`config.mk`:
```
export PLATFORM = sky130hd
export DESIGN_NAME = fpu_ss_wb_arbiter
export DESIGN_NICKNAME = d
export VERILOG_FILES = /design/src/rtl/fpu_ss_wb_arbiter.sv
export SDC_FILE = /design/constraint.sdc
export NUM_CORES = 1
export LEC_CHECK = 0
export ABC_AREA = 0
export CAP_MARGIN = 40
export CORE_MARGIN = 2
export CORE_UTILIZATION = 49
export CTS_BUF_LIST = sky130_fd_sc_hd__clkbuf_16
export CTS_CLUSTER_DIAMETER = 80
export DETAILED_ROUTE_END_ITERATION = 8
export HOLD_SLACK_MARGIN = 0.12
export PLACE_DENSITY = 0.89
export SLEW_MARGIN = 40
export SYNTH_ARGS = -nofsm -noshare
export SYNTH_HDL_FRONTEND = slang
export SYNTH_SLANG_ARGS = --single-unit
```
`constraint.sdc`:
```
create_clock -name clk_i -period 3.55 [get_ports clk_i]
set_clock_uncertainty 0.2 [all_clocks]
set_input_delay 0.71 -clock clk_i [delete_from_list [all_inputs] [get_ports clk_i]]
set_output_delay 0.71 -clock clk_i [all_outputs]
set_load 0.02 [all_outputs]
```
`src/rtl/fpu_ss_wb_arbiter.sv`:
```
// Arbitrates FP register file writes between FPU results and buffered load
// responses. Loads have priority until the FPU has been stalled STARVE_LIMIT cycles.
module fpu_ss_wb_arbiter #(
    parameter int DATA_W       = 32,
    parameter int ADDR_W       = 5,
    parameter int MEM_DEPTH    = 2,
    parameter int STARVE_LIMIT = 4
) (
    input  logic              clk_i,
    input  logic              rst_ni,
    input  logic              fpu_valid_i,
    output logic              fpu_ready_o,
    input  logic [ADDR_W-1:0] fpu_addr_i,
    input  logic [DATA_W-1:0] fpu_data_i,
    input  logic              mem_valid_i,
    input  logic [ADDR_W-1:0] mem_addr_i,
    input  logic [DATA_W-1:0] mem_data_i,
    output logic              fpr_we_o,
    output logic [ADDR_W-1:0] fpr_waddr_o,
    output logic [DATA_W-1:0] fpr_wdata_o,
    output logic              mem_overflow_o,
    output logic              mem_pending_o
);

    localparam int CNT_W = $clog2(MEM_DEPTH + 1);
    localparam int PTR_W = (MEM_DEPTH > 1) ? $clog2(MEM_DEPTH) : 1;
    localparam int STV_W = $clog2(STARVE_LIMIT + 1);

    localparam logic [CNT_W-1:0] DEPTH_C  = CNT_W'(MEM_DEPTH);
    localparam logic [PTR_W-1:0] LAST_PTR = PTR_W'(MEM_DEPTH - 1);
    localparam logic [STV_W-1:0] STV_MAX  = STV_W'(STARVE_LIMIT);

    logic [ADDR_W-1:0] fifo_addr_q [MEM_DEPTH];
    logic [DATA_W-1:0] fifo_data_q [MEM_DEPTH];

    logic [PTR_W-1:0]  wr_ptr_q, rd_ptr_q;
    logic [CNT_W-1:0]  count_q, count_d;
    logic [STV_W-1:0]  starve_q, starve_d;
    logic              overflow_q;
    logic              we_q;
    logic [ADDR_W-1:0] waddr_q;
    logic [DATA_W-1:0] wdata_q;

    logic fifo_empty, fifo_full, starved;
    logic grant_mem, grant_fpu, push, pop, drop;

    always_comb begin
        fifo_empty  = (count_q == '0);
        fifo_full   = (count_q == DEPTH_C);
        starved     = (starve_q == STV_MAX);
        fpu_ready_o = fifo_empty | starved;
        grant_mem   = ~fifo_empty & ~starved;
        grant_fpu   = fpu_valid_i & fpu_ready_o;
        pop         = grant_mem;
        push        = mem_valid_i & (~fifo_full | pop);
        drop        = mem_valid_i & fifo_full & ~pop;

        count_d = count_q;
        case ({push, pop})
            2'b10:   count_d = count_q + 1'b1;
            2'b01:   count_d = count_q - 1'b1;
            default: count_d = count_q;
        endcase

        starve_d = '0;
        if (fpu_valid_i && !fpu_ready_o)
            starve_d = starved ? starve_q : starve_q + 1'b1;
    end

    // Storage is not reset: validity is tracked solely by count/pointers.
    always_ff @(posedge clk_i) begin
        if (push) begin
            fifo_addr_q[wr_ptr_q] <= mem_addr_i;
            fifo_data_q[wr_ptr_q] <= mem_data_i;
        end
    end

    always_ff @(posedge clk_i or negedge rst_ni) begin
        if (!rst_ni) begin
            wr_ptr_q   <= '0;
            rd_ptr_q   <= '0;
            count_q    <= '0;
            starve_q   <= '0;
            overflow_q <= 1'b0;
        end else begin
            if (push) wr_ptr_q <= (wr_ptr_q == LAST_PTR) ? '0 : wr_ptr_q + 1'b1;
            if (pop)  rd_ptr_q <= (rd_ptr_q == LAST_PTR) ? '0 : rd_ptr_q + 1'b1;
            count_q  <= count_d;
            starve_q <= starve_d;
            if (drop) overflow_q <= 1'b1;
        end
    end

    // Registered write port; address/data hold their last value when idle.
    always_ff @(posedge clk_i or negedge rst_ni) begin
        if (!rst_ni) begin
            we_q    <= 1'b0;
            waddr_q <= '0;
            wdata_q <= '0;
        end else begin
            we_q <= grant_mem | grant_fpu;
            if (grant_mem) begin
                waddr_q <= fifo_addr_q[rd_ptr_q];
                wdata_q <= fifo_data_q[rd_ptr_q];
            end else if (grant_fpu) begin
                waddr_q <= fpu_addr_i;
                wdata_q <= fpu_data_i;
            end
        end
    end

    assign fpr_we_o       = we_q;
    assign fpr_waddr_o    = waddr_q;
    assign fpr_wdata_o    = wdata_q;
    assign mem_overflow_o = overflow_q;
    assign mem_pending_o  = (count_q != '0);

endmodule

```
=== Word level (Yosys, flattened, before mapping) ===
Memory sizes are Yosys's and may differ from the RTL's.
Index checks and enable logic that the tools add are counted.
W data, S select, Z words.

* Memory bits (writable): 74
* Logic and storage cells: 49
* Input port bits: 78
* Register bits after elaboration: 46
* Memories: 2
* Output and inout port bits: 41

* Equality and inequality tests: 5
* Reduce and logical (&&, ||, !) cells: 6
* Add/subtract/negate cells: 5
* Bitwise operators: 12
* Muxes and demuxes: 11

{| class="wikitable"
|+ Memories
! memory !! depth !! bits a word !! read ports !! clocked after memory_dff !! wr ports !! line !! RTL
|-
| fifo_data_q || 2 || 32 || 1 || 0 || 1 || 34 || <nowiki>logic [DATA_W-1:0] fifo_data_q [MEM_DEPTH];</nowiki>
|-
| fifo_addr_q || 2 || 5 || 1 || 0 || 1 || 33 || <nowiki>logic [ADDR_W-1:0] fifo_addr_q [MEM_DEPTH];</nowiki>
|}

{| class="wikitable"
|+ Operator list
! cell !! number
|-
| $mux W32 || 2
|-
| $mux W5 || 2
|-
| $mux W3 || 2
|-
| $reduce_bool A2 Y1 || 3
|-
| $and A1 B1 Y1 || 5
|-
| $eq A2 B2 Y1 const B || 2
|-
| $mux W1 || 4
|-
| $not A1 Y1 || 4
|-
| $pmux W2 S2 || 1
|-
| $add A3 B1 Y3 const B || 1
|-
| $eq A3 B3 Y1 const B || 1
|-
| $or A1 B1 Y1 || 3
|-
| $add A1 B1 Y1 const B || 2
|-
| $add A2 B1 Y2 const B || 1
|-
| $eq A2 B1 Y1 const B || 1
|-
| $logic_not A2 Y1 || 1
|-
| $ne A2 B2 Y1 const B || 1
|-
| $sub A2 B1 Y2 const B || 1
|-
| $logic_and A1 B1 Y1 || 1
|-
| $logic_not A1 Y1 || 1
|}

=== Logic depth before layout (Yosys ltp) ===
Gate-level depths: netlist (run 1).

* Word-level depth: 7
* Gate-level depth with buffers: 6
* Depth with buffers taken out: 5

=== Least setup slack after synthesis (run 1) ===
OpenSTA, ideal clock, no wires.

* Path type: reg2reg
* Start: reg starve_q[0]
* End: mem fifo_addr_q[0][0], enable pin
* Buffers on the path: 0
* Period minus slack after synthesis: 3.066 ns
* Data arrival time: 2.435 ns
* Cell stages (with the launch flop): 6
* Library setup time: 0.431 ns
* Required time: 2.919 ns
* Path slack: 0.484 ns
* Path through: dfrtp_1 inv_1 ha_1 nand4b_1 nand2_1 nor2_1

* Word-level cells in the longest chain between the ends: 7

{| class="wikitable"
|+ Ends and longest elaborated chain
! what !! line !! RTL
|-
| start: declaration || 38 || <nowiki>logic [STV_W-1:0] starve_q, starve_d;</nowiki>
|-
| start signal: assignment || 89 || <nowiki>starve_q <= starve_d;</nowiki>
|-
| $eq A3 B3 Y1 || 50 || <nowiki>starved = (starve_q == STV_MAX);</nowiki>
|-
| $not A1 Y1 || 52 || <nowiki>grant_mem = ~fifo_empty & ~starved;</nowiki>
|-
| $and A1 B1 Y1 || 52 ||
|-
| $or A1 B1 Y1 || 55 || <nowiki>push = mem_valid_i & (~fifo_full | pop);</nowiki>
|-
| $and A1 B1 Y1 || 55 ||
|-
| $mux W1 || 72 || <nowiki>if (push) begin</nowiki>
|-
| $mux W1 (implied by the code) || 73 || <nowiki>fifo_addr_q[wr_ptr_q] <= mem_addr_i;</nowiki>
|-
| end: declaration || 33 ||
|}

Every way passes these cells.

=== Worst setup path in the final report (run 1) ===
* Start: reg starve_q[1]
* End: out fpu_ready_o

* Word-level cells in the longest chain between the ends: 2

{| class="wikitable"
|+ Ends and longest elaborated chain
! what !! line !! RTL
|-
| $eq A3 B3 Y1 || 50 ||
|-
| $or A1 B1 Y1 || 51 || <nowiki>fpu_ready_o = fifo_empty | starved;</nowiki>
|-
| end: declaration || 12 || <nowiki>output logic fpu_ready_o,</nowiki>
|}

Every way passes these cells.

==> results.md, run 1 <==
* Status: finished clean
* Die Ht at 103 um
* Unrepaired setup endpoints after global routing: no
* Pin count of the biggest net entering global routing at 79
* Top FF cell, synth: edfxtp_1
* Finish-stage setup viols at 0
* Slowest cell on crit path: clkdlybuf4s50_1
* DIE WIDTH at just over 100 um
* Max Freq at 0.358 GHz
* CTS Root Cell: clkbuf_16
* Power density cells at 746 nW/um2
* First-pass DRT Iterations at 4
* Fillers at around 650
* Row cnt at 36
* Detailed-route via count at 3026
* Buffers on Ports at 118
* Layout net count at 520
* Placed cell area at 6070 um2
* FF+latch count, synth at 120
* CP required at about 2.6 ns
* Initial Util at about 50%
* Vias in the first global route at between 2000 and 3000
* Clock transition at the registers of the reported paths at 0.05 ns
* P&R area growth vs syn at 37.7%
* RePlAce Congestion at 0.790
* CTS H-Tree Depth at 4
* Area of the multi-input gates at 1280 um2
* Post-Layout Cell Count at 586
* Clock net sink count at 120
* FFs w/ async S/R, synth at 38.3%
* Cts repair resizes at 0
* Layout cells sized above 1 at 9.49%
* Total Power at 4.95 mW
* ANT nets after route at 0
* CP max stage delay at 0.60 ns
* Global-route wire length before repair at 14300 um
* Max IR drop VDD at 0.000444 V
* Post-CTS Setup Bufs at 0
* FF-to-FF setup slack at 1.36 ns
* Max-capacitance violation count at 0
* Final core occ at 68.8%
* Crit Path Max Fanout at 4
* Cells after synthesis at 320
* Clock Tree Buf Depth at 2
* Slew margin rel. at 47.5%
* FF-to-FF path depth at 6
* Crit path launch type: flop
* Pins Over Slew Limit at 0
* Period minus WS final at around 2.8 ns
* Post-synth EDFFs at 74
* FF+latch area at between 3000 and 4000 um2
* Kind of critical path: flop to output port
* Final worst slack at 0.758 ns
* Largest cells by area after synthesis: edfxtp_1 (46%), dfrtp_1 (24%), mux2i_1 (7.9%), a211oi_1 (5.8%), a21oi_1 (4.2%)
* Core area at 9640 um2
* Final period util at 78.6%
* Hold Vio Cnt, Final at 0
* Worst-Skew Late Latency at 0.40 ns
* Final instance area at 6630 um2
* Final wirelength at between 9000 and 10000 um
* Wire per inst at around 17 um
* Synthesis Warnings at 0
* Lkg Pwr at between 2 and 3 nW
* Pre-CTS setup slack at 1.01 ns
* 1st-iter DRT viols at 119
* Cell taking the most area after synthesis: edfxtp_1
* I/O pins at 119
* Area of the mapped netlist at 4810 um2
* Crit. End Element: output port
* CTS tree: yes
* Yosys cell types at 25
* Tightest Pin Transition at slightly below 0.8 ns
* DP HPWL at 6250 um
* FF-to-FF End: fpr_waddr_o[3]
* Fin Hold WS at 0.125 ns
* CTS buffer count at 17
* CP cell instances: inv_1, ha_1, a2bb2oi_4, inv_1, clkdlybuf4s50_1
* Syn Area/Cell at 15.0 um2
* Synth Net Count at 400
* Reg2reg start: starve_q[0]
* DRC viols at 0
* Critical path arrival at 1.88 ns
* ANT cells at 0
* Setup TNS at 0 ns
* Synth top area share at 46.2%
* Register area share after synthesis at 70.1%
* Vias/cell at 5.16
* Die area at 10600 um2
* Most frequent CP cell: inv_1
* Hold Buf Count CTS at 0
* Aggregate global routing overflow at 0
* Worst min path class: input pin to asynchronous set/reset pin
* Total Routing Usage GR at 18.5%
* Antenna violations before repair at 0
* Placed cells at approximately 550
* Worst Setup EP: fpu_ready_o
* CP startpoint: starve_q[1]
flip-flops by register name (all words and copies together) (netlist names), 2 cells and up:
name / flops
count_q: 2
fifo_addr_q: 10
starve_q: 3
fpr_waddr_o: 5
fifo_data_q: 64
fpr_wdata_o: 32
final cells by class:
cell class / count / area share (%)
timing repair buffer: 122 / 18.5
sequential: 120 / 51.0
inverter: 5 / 0.283
clock buffer: 17 / 6.42
clock inverter: 15 / 1.98
multi-input combinational: 174 / 19.4
tap: 133 / 2.51
worst max-delay path: cells and delay by family (launching register included):
family | cells | cell delay (ns)
buf+inv | 3 | 0.73
compound gates | 1 | 0.10
fa+ha+maj | 1 | 0.26
flops | 1 | 0.39
cells by family after synthesis:
| group | share of synthesized area, % |
|---|---|
| xor gates and xnor gates | 0.546 |
| and+or+nand+nor | 6.47 |
| muxes | 8.14 |
| buffers and inverters | 3.43 |
| DFF | 70.1 |
| adders and majority gates | 0.520 |
| AOI/OAI and AO/OA | 10.8 |
report_power, final:
group	internal [mW]	switching, mW	total (mW)
clock network	0.960	0.610	1.57
logic	0.659	0.617	1.28
registers	1.86	0.242	2.10
cells in the final DEF, fill, tap and decap left out:
master           synthesis  final
clkdlybuf4s50_1          0    116
edfxtp_1                74     74
dfrtp_1                 46     45
a21oi_1                 40     40
mux2i_1                 38     38
a211oi_1                37     37
nor2b_1                 25     25
clkbuf_16                0     17
and2b_1                 12     12
inv_1                    5      6
clkinvlp_4               0      6
buf_4                    3      5
nand2_1                  3      3
nor2_1                   4      3
clkinv_4                 0      3
or2_2                    2      2
xnor2_1                  2      2
ha_1                     2      2
inv_6                    0      2
a2bb2oi_4                1      1
nand4b_1                 1      1
and3_2                   0      1
nor2_4                   0      1
a21o_1                   1      1
mux2_2                   1      1
nand3_1                  1      1
and3_1                   2      1
xor2_1                   1      1
o21bai_1                 1      1
bufinv_16                0      1
clkinv_2                 0      1
clkinv_1                 0      1
buf_16                   0      1
dfrtp_4                  0      1
cells in the mapped netlist, drive strengths merged, types with 2 or more instances:
cell type / number
xnor2: 2
buf: 18
nor2b: 25
a211oi: 37
inv: 5
and3: 2
or2: 2
edfxtp: 74
clkbuf: 3
dfrtp: 46
ha: 2
a21oi: 40
nand2: 3
mux2i: 38
and2b: 12
nor2: 4
layer usage:
layer / routed length (um) / track usage (%)
met2: 4990 / 31.5
met4: 218 / 9.31
met5: 0 / 0
met3: 510 / 5.15
met1: 4050 / 21.6
worst min-delay path by stage:
| stage | endpoint | slack [ns] | depth (start not counted) |
|---|---|---|---|
| floorplan | count_q[0] | 0.21 | 0 |
| global placement | starve_q[0] | 0.24 | 1 |
| detailed placement | starve_q[0] | 0.26 | 1 |
| CTS | fpr_wdata_o[25] | 0.14 | 1 |
| global route | fpr_wdata_o[28] | 0.17 | 1 |
| finish | fpr_wdata_o[25] | 0.13 | 1 |
Power figures use the tool's default switching activity.
==> inputs of run 2 (changes only) <==
==> constraint.sdc (replaced) <==
create_clock -name clk_i -period 2.8 [get_ports clk_i]
set_clock_uncertainty 0.2 [all_clocks]
set_input_delay 0.56 -clock clk_i [delete_from_list [all_inputs] [get_ports clk_i]]
set_output_delay 0.56 -clock clk_i [all_outputs]
set_load 0.02 [all_outputs]
==> run 2 against run 1 <==
- combinational power is 36% higher
- critical path depth is the same
- clock power is 27% higher
- die area did not move
- critical endpoint unchanged
- flip-flop and latch count is the same
- non-clock buffer count rose by 5
- total power up 27%
- highest routed layer unchanged
==> results.md, run 2 (synthesized netlist as in run 1, its figures left out) <==
* Status: finished clean
* Placed cell area at 6110 um2 (+0.66%)
* Die Ht at 103 um (unchanged)
* CTS buffer count at 17 (unchanged)
* Vias/cell at 5.20 (+0.63%)
* Slowest cell on crit path: clkdlybuf4s50_1
* FF-to-FF setup slack at 0.65 ns (-0.71 ns)
* Clock transition at the registers of the reported paths at 0.05 ns (about the same)
* ANT cells at 0 (unchanged)
* 1st-iter DRT viols at 95 (-20%)
* Max Freq at 0.380 GHz
* FF-to-FF End: fpr_wdata_o[3]
* Slew margin rel. at 47.2% (-0.29 points)
* FF-to-FF path depth at 6 (unchanged)
* Final worst slack at 0.172 ns (-0.587 ns)
* Row cnt at 36 (unchanged)
* Commonest non-fill, non-tap cell in the layout: clkdlybuf4s50_1
* Final period util at 93.9%
* ANT nets after route at 0 (unchanged)
* DRC viols at 0 (unchanged)
* Final wirelength at 9900 um (+1.3%)
* CP required at 2.04 ns (-0.60 ns)
* Pins Over Slew Limit at 0 (unchanged)
* Final instance area at 6680 um2 (+0.77%)
* Core area at 9640 um2 (unchanged)
* Max-capacitance violation count at 0 (unchanged)
* CTS Root Cell: clkbuf_16
* Crit. End Element: output port
* Tightest Pin Transition at 0.791 ns (+0.00439 ns)
* Largest register FFs at 64 (unchanged)
* Unrepaired setup endpoints after global routing: no
* Clock Tree Buf Depth at 2 (unchanged)
* Initial Util at 49.9% (unchanged)
* Worst Hold Endpoint: mem_overflow_o
* Crit path launch type: flop
* Setup TNS at 0 ns (unchanged)
* Clock net sink count at 120 (unchanged)
* WHS Path Cells at 1
* Crit Path Max Fanout at 4 (unchanged)
* I/O pins at 119 (unchanged)
* Cts repair resizes at 0 (unchanged)
* Hold Path Origin: mem_overflow_o
* Pre-CTS setup slack at 0.578 ns (-0.431 ns)
* DIE WIDTH at 103 um (unchanged)
* Critical path arrival at 1.87 ns (about the same)
* Hold Vio Cnt, Final at 0 (unchanged)
* Layout cells sized above 1 at 10.3% (+0.77 points)
* Wire per inst at 16.7 um (+0.44%)
* Antenna violations before repair at 0 (unchanged)
* Kind of critical path: flop to output port
* CP cell instances: inv_1, ha_1, a2bb2oi_4, inv_1, clkdlybuf4s50_1
* Hold Buf Count CTS at 1 (+1)
* Fillers at 683 (+4.9%)
* Layout net count at 525 (+0.96%)
* Biggest register: fifo_data_q
* DP HPWL at 6460 um (+3.2%)
* Commonest non-fill, non-tap cells in the layout: clkdlybuf4s50_1 (116), edfxtp_1 (74), dfrtp_1 (45)
* Worst min path class: flop to flop
* Total Routing Usage GR at 19.3% (+0.76 points)
* CTS H-Tree Depth at 4 (unchanged)
* P&R area growth vs syn at 38.8%
* Period minus WS final at 2.63 ns
* Aggregate global routing overflow at 0 (unchanged)
* Lkg Pwr at 2.55 nW (+1.8%)
* Most frequent CP cell: inv_1
* Pin count of the biggest net entering global routing at 79 (unchanged)
* Vias in the first global route at 3123 (+5.0%)
* RePlAce Congestion at 0.739 (-6.5%)
* Worst path top cell family by delay: buffers and inverters
* Reg2reg start: starve_q[0]
* Fin Hold WS at 0.278 ns (+0.153 ns)
* First-pass DRT Iterations at 4 (unchanged)
* CP max stage delay at 0.59 ns (about the same)
* Die area at 10600 um2 (unchanged)
* Buffers on Ports at 118 (unchanged)
* Post-Layout Cell Count at 591 (+0.85%)
* Post-CTS Setup Bufs at 0 (unchanged)
* Placed cells at 558 (+0.72%)
* Worst-Skew Late Latency at 0.40 ns (about the same)
* Finish-stage setup viols at 0 (unchanged)
* Power density cells at 942 nW/um2 (+26%)
* Global-route wire length before repair at 15000 um (+4.8%)
* Max IR drop VDD at 0.000545 V (+23%)
* Buffer and inverter count on the worst path at 3 (unchanged)
* Detailed-route via count at 3071 (+1.5%)
* CP Depth at 5 (unchanged)
* CTS tree: yes
* FF+latch area at 3370 um2 (about the same)
* Area of the multi-input gates at 1280 um2 (unchanged)
==> run 2: cell types whose count changed in the layout (fill, tap and decap cells not counted), sizes merged <==
cell         previous run  this run
inv                     8         9
dlygate4sd3             0         1
clkinv                  5         8
clkinvlp                6         2
buf                     6        10
==> run 2: per-layer routing <==
metal	wire [um]	GRT usage (%)	vias to the layer above
met5	0	0	-
met4	163	8.70	0
met2	5280	33.4	93
li1	-	-	1459
met3	433	4.81	15
met1	4020	22.8	1504
==> run 2: power by group <==
| part | switching (mW) | internal, mW | total [mW] |
|---|---|---|---|
| logic | 0.883 | 0.859 | 1.74 |
| clock network | 0.769 | 1.22 | 1.99 |
| registers | 0.206 | 2.35 | 2.56 |
| total | 1.86 | 4.43 | 6.29 |
==> run 2: worst max-delay path by stage <==
stage / startpoint / endpoint
global route: starve_q[0] / fpu_ready_o
CTS: starve_q[0] / fpu_ready_o
detailed placement: fpu_valid_i / fpr_waddr_o[3]
floorplan: starve_q[0] / fifo_addr_q[0][0]
global placement: starve_q[0] / fpu_ready_o
finish: starve_q[0] / fpu_ready_o
==> run 2: layout make-up <==
| type | instances | area share [%] |
|---|---|---|
| Sequential cell | 120 | 50.5 |
| Multi-Input combinational cell | 174 | 19.2 |
| Timing Repair Buffer | 127 | 19.1 |
| Clock buffer | 17 | 6.37 |
| Tap cell | 133 | 2.49 |
| Clock inverter | 15 | 1.99 |
| Inverter | 5 | 0.281 |
==> run 2: stage by stage <==
stage	power [mW]	util, %
final	6.29	69.3
after detailed placement	4.34	63.4
after CTS	6.35	69.3
after floorplan	3.58	-
after global placement	4.26	63.4
after global routing	6.60	69.3
==> inputs of run 3 (changes only) <==
--- a/config.mk
+++ b/config.mk
@@ -11,10 +11,11 @@
 export CORE_UTILIZATION = 49
 export CTS_BUF_LIST = sky130_fd_sc_hd__clkbuf_16
 export CTS_CLUSTER_DIAMETER = 80
+export CTS_CLUSTER_SIZE = 28
 export DETAILED_ROUTE_END_ITERATION = 8
 export HOLD_SLACK_MARGIN = 0.12
 export PLACE_DENSITY = 0.89
-export SLEW_MARGIN = 40
+export SLEW_MARGIN = 15
 export SYNTH_ARGS = -nofsm -noshare
 export SYNTH_HDL_FRONTEND = slang
 export SYNTH_SLANG_ARGS = --single-unit
==> results of run 3 <==
No change in the layout: final DEF, timing and power equal those of run 2.
